<file path="src/rtl/npu_dbg_pkg.sv">
// Shared definitions for the NPU debug streamers: state encoding, default
// geometry and the word-order helper used to pick word k out of a flat bus.
package npu_dbg_pkg;

   typedef enum logic [1:0] {
      ST_IDLE   = 2'd0,
      ST_LOADED = 2'd1,
      ST_SHIFT  = 2'd2,
      ST_CHK    = 2'd3
   } dbg_state_e;

   localparam int DBG_NUM_WORDS = 12;
   localparam int DBG_W         = 8;

   // Widest geometry word_sel can serve; callers zero-extend into these.
   localparam int DBG_MAX_WORDS = 64;
   localparam int DBG_MAX_W     = 32;

   typedef logic [DBG_MAX_WORDS*DBG_MAX_W-1:0] dbg_bus_t;
   typedef logic [DBG_MAX_W-1:0]               dbg_word_t;

   // Word 0 lives in the most significant slot of the bus.
   function automatic dbg_word_t word_sel(input dbg_bus_t    bus,
                                          input int unsigned k,
                                          input int unsigned num_words,
                                          input int unsigned w);
      dbg_bus_t sh;
      sh = bus >> ((num_words - 1 - k) * w);
      return sh[DBG_MAX_W-1:0];
   endfunction

endpackage

</file>
<file path="src/rtl/piso_deb_chk.sv">
// W-bit running XOR accumulator with synchronous clear (clear wins over
// enable); builds the frame checksum word by word.
module piso_deb_chk #(
   parameter int W = 8
) (
   input  logic         clk_i,
   input  logic         rst_i,
   input  logic         clr_i,
   input  logic         en_i,
   input  logic [W-1:0] din_i,
   output logic [W-1:0] acc_o
);

   logic [W-1:0] acc_q, acc_d;

   always_comb begin
      acc_d = acc_q;
      if (clr_i) begin
         acc_d = '0;
      end else if (en_i) begin
         acc_d = acc_q ^ din_i;
      end
   end

   always_ff @(posedge clk_i or posedge rst_i) begin
      if (rst_i) begin
         acc_q <= '0;
      end else begin
         acc_q <= acc_d;
      end
   end

   assign acc_o = acc_q;

endmodule

</file>
<file path="src/rtl/piso_deb_stream.sv">
// Debug snapshot PISO: captures NUM_WORDS x W bits and streams word 0 first
// over valid/ready. Define PISO_DEB_CHKSUM_EN to append an XOR checksum word.
module piso_deb_stream
   import npu_dbg_pkg::*;
#(
   parameter int NUM_WORDS = DBG_NUM_WORDS,
   parameter int W         = DBG_W,
   parameter int IDX_W     = $clog2(NUM_WORDS + 1)
) (
   input  logic                   CLKEXT,
   input  logic                   RST_GLO,
   input  logic                   EN,
   input  logic                   CLR,
   input  logic                   CAPTURE,
   input  logic                   START,
   input  logic                   CONT_MODE,
   input  logic [NUM_WORDS*W-1:0] SNAP_IN,
   output logic [W-1:0]           D_OUT,
   output logic                   D_VALID,
   input  logic                   D_READY,
   output logic                   D_LAST,
   output logic [IDX_W-1:0]       WORD_IDX,
   output logic                   BUSY,
   output logic                   DONE
);

   localparam int BUS_W = NUM_WORDS * W;
   localparam logic [IDX_W-1:0] LAST_IDX = IDX_W'(NUM_WORDS - 1);
`ifdef PISO_DEB_CHKSUM_EN
   localparam logic [IDX_W-1:0] LAST_OUT_IDX = IDX_W'(NUM_WORDS);
`else
   localparam logic [IDX_W-1:0] LAST_OUT_IDX = LAST_IDX;
`endif

   // W is limited to DBG_MAX_W by the shared helper.
   function automatic logic [W-1:0] pick(input logic [BUS_W-1:0] bus,
                                         input logic [IDX_W-1:0] k);
      dbg_bus_t  ext;
      dbg_word_t wd;
      ext = '0;
      ext[BUS_W-1:0] = bus;
      wd = word_sel(ext, 32'(k), NUM_WORDS, W);
      return wd[W-1:0];
   endfunction

   dbg_state_e       state_q;
   logic [BUS_W-1:0] snap_q;
   logic [W-1:0]     dout_q;
   logic             dvalid_q;
   logic [IDX_W-1:0] idx_q;
   logic             done_q;
   logic             pend_q;

   logic [IDX_W-1:0] idx_inc_d;
   logic [W-1:0]     nxt_word_d;
   logic [W-1:0]     word0_cap_d;
   logic [W-1:0]     word0_snap_d;
   logic             xfer;
   logic             frame_end;

   assign xfer         = dvalid_q & D_READY;
   assign idx_inc_d    = idx_q + IDX_W'(1);
   assign nxt_word_d   = pick(snap_q, idx_inc_d);
   assign word0_cap_d  = pick(SNAP_IN, '0);
   assign word0_snap_d = pick(snap_q, '0);

`ifdef PISO_DEB_CHKSUM_EN
   logic [W-1:0] chk_acc;
   logic         chk_clr;
   logic         chk_en;

   // Accumulator only runs in SHIFT, so it is zero again whenever a frame starts.
   assign chk_clr = (state_q != ST_SHIFT) | CLR | ~EN;
   assign chk_en  = (state_q == ST_SHIFT) & xfer;

   piso_deb_chk #(.W(W)) u_chk (
      .clk_i (CLKEXT),
      .rst_i (RST_GLO),
      .clr_i (chk_clr),
      .en_i  (chk_en),
      .din_i (dout_q),
      .acc_o (chk_acc)
   );

   assign frame_end = xfer & (state_q == ST_CHK);
`else
   assign frame_end = xfer & (state_q == ST_SHIFT) & (idx_q == LAST_IDX);
`endif

   always_ff @(posedge CLKEXT or posedge RST_GLO) begin
      if (RST_GLO) begin
         state_q  <= ST_IDLE;
         snap_q   <= '0;
         dout_q   <= '0;
         dvalid_q <= 1'b0;
         idx_q    <= '0;
         done_q   <= 1'b0;
         pend_q   <= 1'b0;
      end else if (CLR) begin
         state_q  <= ST_IDLE;
         snap_q   <= '0;
         dout_q   <= '0;
         dvalid_q <= 1'b0;
         idx_q    <= '0;
         done_q   <= 1'b0;
         pend_q   <= 1'b0;
      end else if (!EN) begin
         // Snapshot contents stay, but IDLE means a fresh CAPTURE is needed.
         state_q  <= ST_IDLE;
         dvalid_q <= 1'b0;
         done_q   <= 1'b0;
         pend_q   <= 1'b0;
      end else if (frame_end) begin
         done_q <= 1'b1;
         if (CONT_MODE) begin
            snap_q   <= SNAP_IN;
            dout_q   <= word0_cap_d;
            idx_q    <= '0;
            dvalid_q <= 1'b1;
            state_q  <= ST_SHIFT;
         end else begin
            dvalid_q <= 1'b0;
            state_q  <= ST_LOADED;
         end
      end else begin
         done_q <= 1'b0;
         case (state_q)
            ST_IDLE: begin
               if (CAPTURE) begin
                  snap_q  <= SNAP_IN;
                  state_q <= ST_LOADED;
                  pend_q  <= START;
               end
            end
            ST_LOADED: begin
               if (CAPTURE) begin
                  snap_q <= SNAP_IN;
               end
               if (START || pend_q) begin
                  dout_q   <= CAPTURE ? word0_cap_d : word0_snap_d;
                  idx_q    <= '0;
                  dvalid_q <= 1'b1;
                  state_q  <= ST_SHIFT;
               end
               pend_q <= 1'b0;
            end
            ST_SHIFT: begin
               if (xfer) begin
                  if (idx_q != LAST_IDX) begin
                     idx_q  <= idx_inc_d;
                     dout_q <= nxt_word_d;
                  end
`ifdef PISO_DEB_CHKSUM_EN
                  else begin
                     idx_q   <= LAST_OUT_IDX;
                     dout_q  <= chk_acc ^ dout_q;
                     state_q <= ST_CHK;
                  end
`endif
               end
            end
            ST_CHK: begin
            end
            default: state_q <= ST_IDLE;
         endcase
      end
   end

   assign D_OUT    = dout_q;
   assign D_VALID  = dvalid_q;
   assign WORD_IDX = idx_q;
   assign DONE     = done_q;
   assign D_LAST   = dvalid_q & (idx_q == LAST_OUT_IDX);
   assign BUSY     = (state_q == ST_LOADED) | (state_q == ST_SHIFT) | (state_q == ST_CHK);

endmodule
</file>
<file path="config.mk">
export PLATFORM = sky130hd
export DESIGN_NAME = piso_deb_stream
export DESIGN_NICKNAME = d
export VERILOG_FILES = /design/src/rtl/npu_dbg_pkg.sv /design/src/rtl/piso_deb_chk.sv /design/src/rtl/piso_deb_stream.sv
export SDC_FILE = /design/constraint.sdc
export NUM_CORES = 1
export LEC_CHECK = 0
export ABC_AREA = 0
export BUFFER_PORTS_ARGS = -buffer_cell sky130_fd_sc_hd__buf_2
export CORE_ASPECT_RATIO = 1.1
export CORE_MARGIN = 8
export CORE_UTILIZATION = 42
export DETAILED_ROUTE_END_ITERATION = 7
export GPL_ROUTABILITY_DRIVEN = 0
export PLACE_DENSITY = 0.66
export SLEW_MARGIN = 20
export SYNTH_ARGS = -nofsm -noshare
export SYNTH_HDL_FRONTEND = slang
export SYNTH_SLANG_ARGS = --single-unit
</file>
<file path="constraint.sdc">
create_clock -name CLKEXT -period 4 [get_ports CLKEXT]
set_input_delay 0.8 -clock CLKEXT [delete_from_list [all_inputs] [get_ports CLKEXT]]
set_output_delay 0.8 -clock CLKEXT [all_outputs]
set_load 0.02 [all_outputs]
</file>
==> out/summary.md <==
### Critical path
• Top Family by Delay on Critical Path: compound AO/OA/AOI/OAI gates
• worst path cell trace: inv_1 > ha_1 > nand4b_1 > o311ai_2 > o21ai_1 > a41o_1
• data required time of the worst path: 4.30 ns
• arrival time at the worst endpoint: 3.58 ns
• category of the most critical setup path: reg -> reg
• startpoint of the most critical register-to-register path: state_q[0]
• R2R cell count: 6
• Worst setup EP type: flop
• WP buf/inv: 1
• element type at the critical path start: flop
• register-to-register setup slack: 0.72 ns
• critical-path maximum fanout: 18
• end of the worst register-to-register path: WORD_IDX[1]
• longest individual stage delay on the worst path: 0.63 ns
• cell with the biggest individual delay on the critical path: nand4b_1

### Synth
• library cell occupying the most area in the post-synthesis netlist: dfrtp_1
• post-synthesis async set-or-reset flop share: 100%
• synthesized net count: 627
• fraction of post-synthesis cell area in the top cell type by area: 46.3%
• most frequent cells after synthesis: dfrtp_1 (113), nand2_1 (98), o2bb2ai_1 (56)
• register area share after synthesis: 46.3%
• flip-flop and latch count after synthesis: 113
• synthesized area per cell: 11.8 um^2
• count leader, synth: dfrtp_1
• total standard cell area after synthesis: 6100 um^2
• top area cells in the synthesized netlist: dfrtp_1 (46%), o2bb2ai_2 (9.8%), mux4_2 (8.9%)
• warnings from Yosys: 0
• count of unique library cells instantiated by Yosys: 51
• number of synthesized flops with an enable pin: 0
• leading register cell type out of synthesis: dfrtp_1
• Gate Count Post-Synth: 517

### Clocking
• clock input transition at the sequential cells of the worst setup and hold paths: 0.05 ns
• clock tree from TritonCTS: built
• cts hold-fix bufs: 0
• clock buffer count from CTS: 17
• Post-CTS Setup Repair Bufs: 0
• number of buffers on the longest clock path: 2
• clock latency on the worst-skew pair: 0.41 ns
• number of sinks driven by the clock tree: 113
• clock root buffer master: clkbuf_16
• post-cts resize count: 0
• maximum level of the CTS H-tree: 4

### Floorplan
• die extent in x: 131 um
• Initial Util: 42.6%
• height of the chip: 142 um
• Row Count: 46
• floorplan die area: 18600 um^2
• placeable core area: 14300 um^2
• Top-Level Pins: 120

### Route
• number of DRC markers in iteration 0: 386
• count of unresolved DRC violations after routing: 0
• Via density: 5.64
• count of nets left with antenna violations after detail routing: 0
• detail-routed net length per standard cell: 20.3 um
• DR pass1 iterations: 4
• Detailed Route WL: 16700 um
• total via count after detailed routing: 4630

### Global routing
• global-route wire length before repair: 26200 um
• via count of the first global-routing pass: 4862
• number of antenna violations at the first check in global routing: 0
• Remaining Overflow, GRT: 0
• pin count of the biggest net entering global routing: 97
• overall global routing resource usage: 18.6%

### STA
• final cycle utilization of the critical path: 82.0%
• min setup slack post-route: 0.719 ns
• Least-Margin Pin Slew: 1.04 ns
• highest achievable clock rate: 0.305 GHz
• tightest hold margin: 0.526 ns
• Slew Viols, Final: 0
• Relative slew margins: 30.3%
• post-route setup TNS: 0 ns
• endpoints failing setup: 0
• Min Clock Period, post-route: 3.28 ns
• unrepaired setup endpoints after global routing: false
• clock tree skew after final layout: 0.0100 ns
• hold violation count in the final report: 0

### Power
• static leakage power: 3.18 nW
• maximum resistive drop on vdd: 0.279 mV
• cell area power density: 416 nW/um^2

### Run
• Maximum Capacitance Violations: 0

### Min path
• startpoint of the lowest-slack hold path: D_OUT[2]
• number of instances on the worst hold path: 2
• end of the worst hold path: D_OUT[2]
• min-delay worst type: reg -> reg

### Layout
• share of cells above drive strength 1: 37.0%
• number of inserted diodes: 0
• post-synthesis to final-layout area growth: 20.1%
• Nets: 727

### Place
• post-place setup slack: 0.751 ns
• DPL Wire Length: 11600 um
• number of port buffers: 119

### Outcome
• run status: completed

power by group:
group	internal [mW]	switching (mW)
Clock	0.992	0.495
Sequential	1.21	0.0396
Combinational	0.139	0.177
cells in the final DEF (no fill, tap or decap), types with 4 or more instances in the layout:
cell         n
buf_4        9
clkbuf_8     5
mux2i_1      9
buf_2      119
nand2_1     98
dfrtp_1    112
nand3_1     26
clkbuf_16   17
inv_1       13
o32ai_1      8
mux4_2      24
clkbuf_1     4
o2bb2ai_1   56
o2bb2ai_2   40
nor2_1      12
o21ai_0      4
and4b_1      8
o22ai_1      8
ha_1         6
nor2b_1      5
kinds of logic (layout without fill, tap and decap cells):
| group | after synthesis | in the layout | share of synthesized area (%) |
|---|---|---|---|
| simple gates | 161 | 161 | 12.4 |
| compound gates | 138 | 138 | 23.5 |
| flops | 113 | 113 | 46.3 |
| buf+inv | 64 | 176 | 5.80 |
| mux | 33 | 33 | 10.3 |
| fa+ha+maj | 6 | 6 | 1.23 |
| xor+xnor | 2 | 2 | 0.410 |
tightest hold or removal path, delay by kind of cell (launching register included):
kind | cells | cell delay, ns
buf+inv | 1 | 0.05
compound gates | 1 | 0.09
flops | 1 | 0.34
stage by stage:
stage / instances / utilization, % / area, um^2 / total power, mW
after floorplan: 517 / - / 6100 / 1.46
after global placement: 790 / 47.1 / 6740 / 1.57
after detailed placement: 790 / 47.1 / 6740 / 1.59
after CTS: 821 / 51.1 / 7330 / 3.08
after global routing: 821 / 51.1 / 7330 / 3.17
final: 821 / 51.1 / 7330 / 3.05
layout make-up:
| class | count | area, um^2 |
|---|---|---|
| clock buffer | 26 | 509 |
| clock inverter | 5 | 75.1 |
| fill | 1274 | 7000 |
| inverter | 16 | 62.6 |
| multi-input combinational | 340 | 2930 |
| sequential | 113 | 2830 |
| tap | 192 | 240 |
| timing repair buffer | 129 | 683 |
layer usage:
layer | up-vias | GRT usage [%] | routed length, um
met5 | - | 0 | 0
met4 | 0 | 7.20 | 393
met3 | 29 | 6.22 | 1050
met2 | 148 | 29.6 | 8310
met1 | 2314 | 22.6 | 6890
li1 | 2139 | - | -
sequential cells by signal, indices dropped and copies added (netlist names):
| name | flops |
|---|---|
| D_VALID | 1 |
| WORD_IDX | 4 |
| DONE | 1 |
| snap_q | 96 |
| state_q | 2 |
| pend_q | 1 |
| D_OUT | 8 |
worst max-delay path by stage:
stage | from | to | slack [ns] | cells after the start
2_1_floorplan | RST_GLO | DONE | 0.21 | 1
3_3_place_gp | state_q[0] | WORD_IDX[1] | 0.88 | 6
3_5_place_dp | state_q[0] | WORD_IDX[2] | 0.75 | 6
4_1_cts | state_q[0] | WORD_IDX[2] | 0.73 | 6
5_1_grt | state_q[0] | WORD_IDX[1] | 0.56 | 6
6_report | state_q[0] | WORD_IDX[1] | 0.72 | 6
Power figures use the tool's default switching activity.
